===== src/rtl/param_pipe_datapath.sv =====
// Parametrised in-order execute/memory/writeback pipeline that owns the register file.
// Optional macro PDP_FWD_EN enables bypassing; without it, hazards stall until the producer commits.
module param_pipe_datapath #(
   parameter int DATA_W   = 32,
   parameter int REG_AW   = 5,
   parameter int EX_DEPTH = 3
) (
   input  logic              clk,
   input  logic              rst_n,
   input  logic              iss_valid,
   output logic              iss_ready,
   input  logic [REG_AW-1:0] iss_rs,
   input  logic [REG_AW-1:0] iss_rt,
   input  logic [REG_AW-1:0] iss_rd,
   input  logic              iss_wen,
   input  logic [2:0]        iss_op,
   input  logic              iss_use_imm,
   input  logic [DATA_W-1:0] iss_imm,
   input  logic              iss_load,
   input  logic              iss_store,
   input  logic              flush,
   output logic              mem_ren,
   output logic              mem_wen,
   output logic [DATA_W-1:0] mem_addr,
   output logic [DATA_W-1:0] mem_wdata,
   input  logic [DATA_W-1:0] mem_rdata,
   output logic              wb_valid,
   output logic [REG_AW-1:0] wb_addr,
   output logic [DATA_W-1:0] wb_data,
   input  logic [REG_AW-1:0] dbg_addr,
   output logic [DATA_W-1:0] dbg_data
);

   localparam int SHW  = $clog2(DATA_W);
   localparam int NREG = 2**REG_AW;

   typedef enum logic [2:0] {
      OP_ADD, OP_SUB, OP_AND, OP_OR, OP_XOR, OP_SLT, OP_SLL, OP_PASSB
   } op_e;

   typedef struct packed {
      logic              wen;
      logic [REG_AW-1:0] rd;
      logic              load;
      logic              store;
      op_e               op;
      logic [DATA_W-1:0] a;
      logic [DATA_W-1:0] b;
      logic [DATA_W-1:0] sd;
   } p1_t;

   typedef struct packed {
      logic              wen;
      logic [REG_AW-1:0] rd;
      logic              load;
      logic [DATA_W-1:0] result;
   } pk_t;

   logic [EX_DEPTH:1]  vld_pipe;
   p1_t                p1, p1_nxt;
   pk_t                stg    [2:EX_DEPTH];
   logic [DATA_W-1:0]  rf     [NREG];
   logic [DATA_W-1:0]  res    [1:EX_DEPTH];
   logic [EX_DEPTH:1]  st_wen;
   logic [REG_AW-1:0]  st_rd  [1:EX_DEPTH];
   logic [DATA_W-1:0]  alu, rf_a, rf_b, opa, rtv;
   logic               hazard, accept, commit, rt_used;

   // Per-stage view used by forwarding and hazard detection; a load in p2
   // takes its result straight from the memory port.
   always_comb begin
      res[1]    = alu;
      st_wen[1] = p1.wen;
      st_rd[1]  = p1.rd;
      for (int k = 2; k <= EX_DEPTH; k++) begin
         res[k]    = stg[k].result;
         st_wen[k] = stg[k].wen;
         st_rd[k]  = stg[k].rd;
      end
      if (stg[2].load) res[2] = mem_rdata;
   end

   always_comb begin
      alu = p1.b;
      case (p1.op)
         OP_ADD:   alu = p1.a + p1.b;
         OP_SUB:   alu = p1.a - p1.b;
         OP_AND:   alu = p1.a & p1.b;
         OP_OR:    alu = p1.a | p1.b;
         OP_XOR:   alu = p1.a ^ p1.b;
         OP_SLT:   alu = {{(DATA_W-1){1'b0}}, ($signed(p1.a) < $signed(p1.b))};
         OP_SLL:   alu = p1.a << p1.b[SHW-1:0];
         OP_PASSB: alu = p1.b;
         default:  alu = p1.b;
      endcase
   end

   assign commit   = vld_pipe[EX_DEPTH] & stg[EX_DEPTH].wen & (stg[EX_DEPTH].rd != '0);
   assign wb_valid = commit;
   assign wb_addr  = stg[EX_DEPTH].rd;
   assign wb_data  = res[EX_DEPTH];
   assign dbg_data = rf[dbg_addr];

   // Register file read with write-through of the commit happening this cycle.
   always_comb begin
      rf_a = rf[iss_rs];
      rf_b = rf[iss_rt];
      if (commit && wb_addr == iss_rs) rf_a = wb_data;
      if (commit && wb_addr == iss_rt) rf_b = wb_data;
      if (iss_rs == '0) rf_a = '0;
      if (iss_rt == '0) rf_b = '0;
   end

   assign rt_used = ~iss_use_imm | iss_store;

`ifdef PDP_FWD_EN
   // Walk oldest to youngest so the youngest matching producer wins.
   always_comb begin
      opa = rf_a;
      rtv = rf_b;
      for (int k = EX_DEPTH; k >= 1; k--) begin
         if (vld_pipe[k] && st_wen[k] && iss_rs != '0 && st_rd[k] == iss_rs) opa = res[k];
         if (vld_pipe[k] && st_wen[k] && iss_rt != '0 && st_rd[k] == iss_rt) rtv = res[k];
      end
      hazard = vld_pipe[1] & p1.load & (p1.rd != '0) &
               ((p1.rd == iss_rs) | (rt_used & (p1.rd == iss_rt)));
   end
`else
   always_comb begin
      opa    = rf_a;
      rtv    = rf_b;
      hazard = 1'b0;
      for (int k = 1; k <= EX_DEPTH; k++) begin
         if (vld_pipe[k] && st_wen[k] && st_rd[k] != '0 &&
             (st_rd[k] == iss_rs || (rt_used && st_rd[k] == iss_rt)))
            hazard = 1'b1;
      end
   end
`endif

   assign iss_ready = rst_n & ~flush & ~hazard;
   assign accept    = iss_valid & iss_ready;

   // Memory ops always compute A + imm.
   always_comb begin
      p1_nxt       = '0;
      p1_nxt.wen   = iss_wen;
      p1_nxt.rd    = iss_rd;
      p1_nxt.load  = iss_load;
      p1_nxt.store = iss_store;
      p1_nxt.op    = (iss_load | iss_store) ? OP_ADD : op_e'(iss_op);
      p1_nxt.a     = opa;
      p1_nxt.b     = (iss_use_imm | iss_load | iss_store) ? iss_imm : rtv;
      p1_nxt.sd    = rtv;
   end

   assign mem_ren   = vld_pipe[1] & p1.load & ~flush;
   assign mem_wen   = vld_pipe[1] & p1.store & ~flush;
   assign mem_addr  = alu;
   assign mem_wdata = p1.sd;

   // Flush kills everything behind the committing stage; p1 is refilled by
   // issue only, so a stall simply inserts a bubble there.
   always_ff @(posedge clk or negedge rst_n) begin
      if (!rst_n) begin
         vld_pipe <= '0;
         p1       <= '0;
         for (int k = 2; k <= EX_DEPTH; k++) stg[k] <= '0;
      end else begin
         vld_pipe[1] <= accept;
         for (int k = 2; k <= EX_DEPTH; k++) vld_pipe[k] <= vld_pipe[k-1] & ~flush;
         if (accept) p1 <= p1_nxt;
         stg[2] <= '{wen: p1.wen, rd: p1.rd, load: p1.load, result: alu};
         for (int k = 3; k <= EX_DEPTH; k++)
            stg[k] <= '{wen: stg[k-1].wen, rd: stg[k-1].rd, load: 1'b0, result: res[k-1]};
      end
   end

   always_ff @(posedge clk or negedge rst_n) begin
      if (!rst_n) begin
         for (int i = 0; i < NREG; i++) rf[i] <= '0;
      end else if (commit) begin
         rf[wb_addr] <= wb_data;
      end
   end

endmodule


===== config.mk =====
export PLATFORM = sky130hd
export DESIGN_NAME = param_pipe_datapath
export DESIGN_NICKNAME = d
export VERILOG_FILES = /design/src/rtl/param_pipe_datapath.sv
export SDC_FILE = /design/constraint.sdc
export NUM_CORES = 2
export LEC_CHECK = 0
export ABC_AREA = 1
export CORE_ASPECT_RATIO = 1.2
export CORE_MARGIN = 10
export CORE_UTILIZATION = 40
export DETAILED_ROUTE_END_ITERATION = 10
export GPL_ROUTABILITY_DRIVEN = 0
export PLACE_DENSITY_LB_ADDON = 0.12
export SYNTH_ARGS = -nofsm -noshare
export SYNTH_HDL_FRONTEND = slang
export SYNTH_SLANG_ARGS = --single-unit

===== constraint.sdc =====
create_clock -name clk -period 11.2 [get_ports clk]
set_input_delay 3.36 -clock clk [delete_from_list [all_inputs] [get_ports clk]]
set_output_delay 3.36 -clock clk [all_outputs]
set_load 0.01 [all_outputs]

* After elaboration in Yosys (flattened, before gate mapping) *
Index checks and enable logic that the tools add are counted.

storage, ports and cells
  ROM bits = 0
  latch bits = 0
  flip-flop bits (word level) = 1,211
  logic and storage cells = 142
  memories = 0
  RAM bits = 0
  output and inout port bits = 137

operators by class
  bitwise gates (word level) = 25
  reduce and logical (&&, ||, !) cells = 24
  muxes and demuxes = 23
  add/subtract/negate cells = 2
  equal/unequal tests = 13
  div/mod/pow operators = 0
  shift-type cells = 1
  $lt $le $gt $ge = 6
  multiply operators = 0

operator list
  kind                                                                          count
  1024-bit bitwise mux                                                          1
  32-bit binary-select mux with 5-bit select                                    3
  32-bit two-way mux                                                            13
  32-bit one-hot mux with 8 select lines                                        1
  32-bit demux with 5-bit select                                                1
  32-bit adder                                                                  1
  32-bit bitwise AND                                                            1
  32-bit less-than comparator                                                   1
  32-bit bitwise OR                                                             1
  32-bit by 5-bit << shifter with 32-bit output                                 1
  32-bit subtractor                                                             1
  32-bit XOR                                                                    1
  5-bit == test                                                                 6
  6-bit greater-or-equal comparator, second input constant                      4
  5-bit inverter with 6-bit output                                              4
  1-bit logical AND                                                             15
  5-bit nonzero test                                                            3
  3-bit == test, second input constant                                          4
  1-bit bitwise AND                                                             11
  5-bit zero test                                                               2
  3-bit by 2-bit == test with 1-bit output, second input constant               2
  6-bit by 1-bit less-than comparator with 1-bit output, second input constant  1
  1-bit bitwise OR                                                              4
  3-bit by 1-bit == test with 1-bit output, second input constant               1
  other kinds (5)                                                               11

* Depth between registers and ports, before layout *
  word-level depth = 11
  gate-level depth with buffers = 18

* Worst setup path before layout *
OpenSTA, ideal clock, no wires.

  path type = in2out
  start = input port dbg_addr[0]
  end = output port dbg_data[0]
  data required time = 7,840 ps
  setup slack = 2,953 ps
  path buffers = 4
  cell stages on the path = 9
  arrival = 4,887 ps
  cells stage by stage = clkbuf_1 > inv_2 > buf_2 > buf_2 > clkbuf_1 > o21ai_0 > o211ai_1 > nand3_1 > a32oi_1

on the way
  longest elaborated chain between the ends = 4

RTL lines
  item                                                    RTL line  RTL
  start: declaration                                      30        input logic [REG_AW-1:0] dbg_addr,
  5-bit inverter with 6-bit output (implied by the code)  102       assign dbg_data = rf[dbg_addr];
  32-bit binary-select mux with 5-bit select              102
  32-bit two-way mux (implied by the code) (2 in a row)   102
  end: declaration                                        31        output logic [DATA_W-1:0] dbg_data

Every way passes these cells. The select of a mux whose other input is x is not followed.

* Worst setup path in the final report *
  start = input port dbg_addr[0]
  end = output port dbg_data[15]

Same word-level chain as after synthesis.

==> impl_results.md <==
* WP data arrival at 6.55 ns
* Initial antenna violation count at 25
* First-pass GRT wire length at 550,000 microns
* Slack of the worst reg-to-reg path at 7.10 ns
* Final HPWL DP at 228,000 microns
* Layout cells sized above 1 at 0.0532
* Post-synth EDFFs at 0
* Filler instances at 20,900
* Worst r2r path cells at 13
* Via/cell ratio at 6.15
* Skew-Pair Late Insertion Delay at 0.84 ns
* Slowest CP cell: clkdlybuf4s50_1
* Max cap viols at 0
* Slew @ Worst Pin at 1.41 ns
* DRC Markers at 0
* 1st-pass router iterations at 7
* CP top delay family: buffers and inverters
* # port buffers at 231
* Worst vdd ir at 0.180 mV
* Final hold viol count at 0
* Worst Hold End: stg[71]
* Die ar. at 221,000 sq um
* Gr ovfl total at 0
* Hold path startpoint: p1[100]
* Worst slew margin at 0.0500
* Clk buf depth at 3
* Synth Warn # at 0
* Mean Syn Cell Area at 6.78 sq um
* Fin. max-slew vios at 0
* Async S/R FF share, synth at 1.00
* Most frequent cells in the layout: nand2_1 (2,511), o21ai_0 (2,256), nand3_1 (1,343), dfrtp_1 (1,209), a21oi_1 (1,105)
* Area growth, synth to finish at 9.10%
* Worst hold path type: flop to flop
* # Post-CTS Setup Buffers at 0
* Drt total wl at 380,000 microns
* Mapped Nets at 12,100
* Skew final at 0.0373 ns
* Total Routing Usage GR at 0.329
* Worst flop-to-flop path startpoint: p1[34]
* Kind of critical path: input pin to output pin
* PostCTS Resize Cnt at 0
* H-tree depth at 4
* CP max stage delay at 0.66 ns
* Total negative slack at 0 ns
* Initial Util at 0.403
* Buf/Inv on CP at 4
* Via count at 86,600
* Synth cell types at 52
* Critical path launch point type: input pin
* Wire per inst at 27.0 microns
* Crit. End Element: output pin
* Most used DFF post-synth: dfrtp_1
* Cell leakage power at 38.5 nW
* Initial drt markers at 12,400
* Commonest non-fill, non-tap cell in the layout: nand2_1
* Vias in the first global route at 80,400
* Die H at 513 microns
* # rows at 180
* Fin crit share at 0.885
* Placement Setup Slack at 1.41 ns
* Worst setup startpoint: dbg_addr[0]
* Largest net degree at the start of global routing at 200
* Core area at 201,000 sq um
* Hold Buf Count CTS at 0
* Seq/Total Area, Yosys at 0.374
* Status: finished clean
* Final Setup Violations at 0
* CTS tree: done
* Fin crit period at 9.91 ns
* Hold Path Depth at 0
* Post-route setup slack at 1.29 ns
* Io pins at 232
* Reg clk slew, reported paths at 0.06 ns
* Pwr per Cell Area at 156 nW/um^2
* Syn Inst Count at 11,900
* CTS root buf: clkbuf_16
* Crit path max fanout at 95
* RSZ-0062 raised after global routing: no
* Seq cells post-synth at 1,211
* Clock sinks at 1,211
* Post-layout util at 0.440
* Final ANT Viol Nets at 0
* R2r endpoint: stg[56]
* CP Cell Sequence: buf_6 > inv_8 > buf_12 > o21ai_0 > nor2_1 > a21oi_1 > a21oi_1 > o21ai_0 > nand2_1 > nor2_1 > a31oi_1 > clkdlybuf4s50_1
* Die span in x at 431 microns
* CTS buffer count at 142
* Synth Cell Area at 81,000 sq um
* Nets at 11,500
* CP Data Required Time at 7.84 ns
* Max Freq at 0.101 GHz
[layout make-up]
cell class | count | area, sq um | share of cell area
multi-input cells | 8607 | 42300 | 0.479
flip-flops and latches | 1211 | 30300 | 0.343
clock buffers | 205 | 4170 | 0.0472
repair buffers | 423 | 4060 | 0.0459
inverters | 942 | 3600 | 0.0407
well taps | 2639 | 3300 | 0.0374
clock inverters | 49 | 614 | 0.00695
diodes | 3 | 7.51 | 0.0000850
[logic make-up (layout without fill, tap and decap cells)]
kind of cell    count (synthesis)  after routing  share of synthesized area
simple gates                 4457           4457                      0.233
compound gates               3989           3989                      0.264
buf+inv                      2130           1619                      0.106
flops                        1211           1211                      0.374
fa+ha+maj                      99             99                     0.0155
mux                            38             38                    0.00519
xor+xnor                       24             24                    0.00260
other cells                     0              3                          0
[synthesized netlist by cell type, types with 6 or more instances]
cell type	number	area, sq um
o22ai_1	24	150
a21oi_1	1105	5530
xnor2_1	9	78.8
clkinv_1	6	22.5
nand2_1	2540	9530
a22oi_1	7	52.6
mux2_2	32	360
ha_1	97	1210
nand3_1	1344	6730
nor3_1	20	100
buf_2	143	716
buf_4	107	803
nand4_1	26	163
a32oi_1	8	70.1
mux2i_1	6	60.1
buf_1	111	417
xor2_1	15	131
nor2_1	427	1600
a221oi_1	25	219
o211ai_1	429	3220
clkbuf_1	822	3090
inv_1	922	3460
or2_2	74	463
o21ai_0	2258	11300
a31oi_1	41	257
nor4_1	7	43.8
o21bai_1	7	52.6
o21ai_1	66	330
inv_2	13	48.8
dfrtp_1	1211	30300
[routing by layer]
layer | global-route usage | up-vias | part of all wire
li1 | - | 38900 | -
met1 | 0.425 | 41000 | 0.39
met2 | 0.494 | 5475 | 0.42
met3 | 0.0903 | 1143 | 0.12
met4 | 0.187 | 14 | 0.065
met5 | 0 | - | 0.00023
[how the worst max path moves through the flow]
stage                        end  slack (ns)  cells past startpoint
finish              dbg_data[15]        1.29                     12
global route        dbg_data[12]        1.16                     12
global placement    dbg_data[24]        1.39                     12
CTS                 dbg_data[15]        1.42                     12
detailed placement  dbg_data[24]        1.41                     12
floorplan            dbg_data[0]        2.95                      9
[power breakdown]
group	switching, W	total [W]	leakage (nW)	internal [W]
Combinational	0.00280	0.00390	19.5	0.00110
Sequential	0.000373	0.00500	16.6	0.00462
Clock	0.00208	0.00491	2.36	0.00283
Total	0.00526	0.0138	38.5	0.00855
[flip-flops by register name, indices dropped and copies added, names as in the netlist]
name and cells:
rf 1024, p1 75, stg 33, mem_wdata 32, wb_data 32, st_rd 5, wb_addr 5, vld_pipe 3
st_wen 2
[through the flow]
| step | hold WS (ns) | instances | cell area (sq um) | power (W) |
|---|---|---|---|---|
| 3_3_place_gp | 0.389 | 13800 | 83500 | 0.00883 |
| 3_5_place_dp | 0.393 | 13800 | 83500 | 0.00886 |
| 5_1_grt | 0.416 | 14100 | 88300 | 0.0143 |
| 6_report | 0.411 | 14100 | 88300 | 0.0138 |
| 2_1_floorplan | 0.354 | 11900 | 81000 | 0.00725 |
| 4_1_cts | 0.411 | 14100 | 88300 | 0.0138 |
Note: power is estimated with default switching activity, not from simulation.
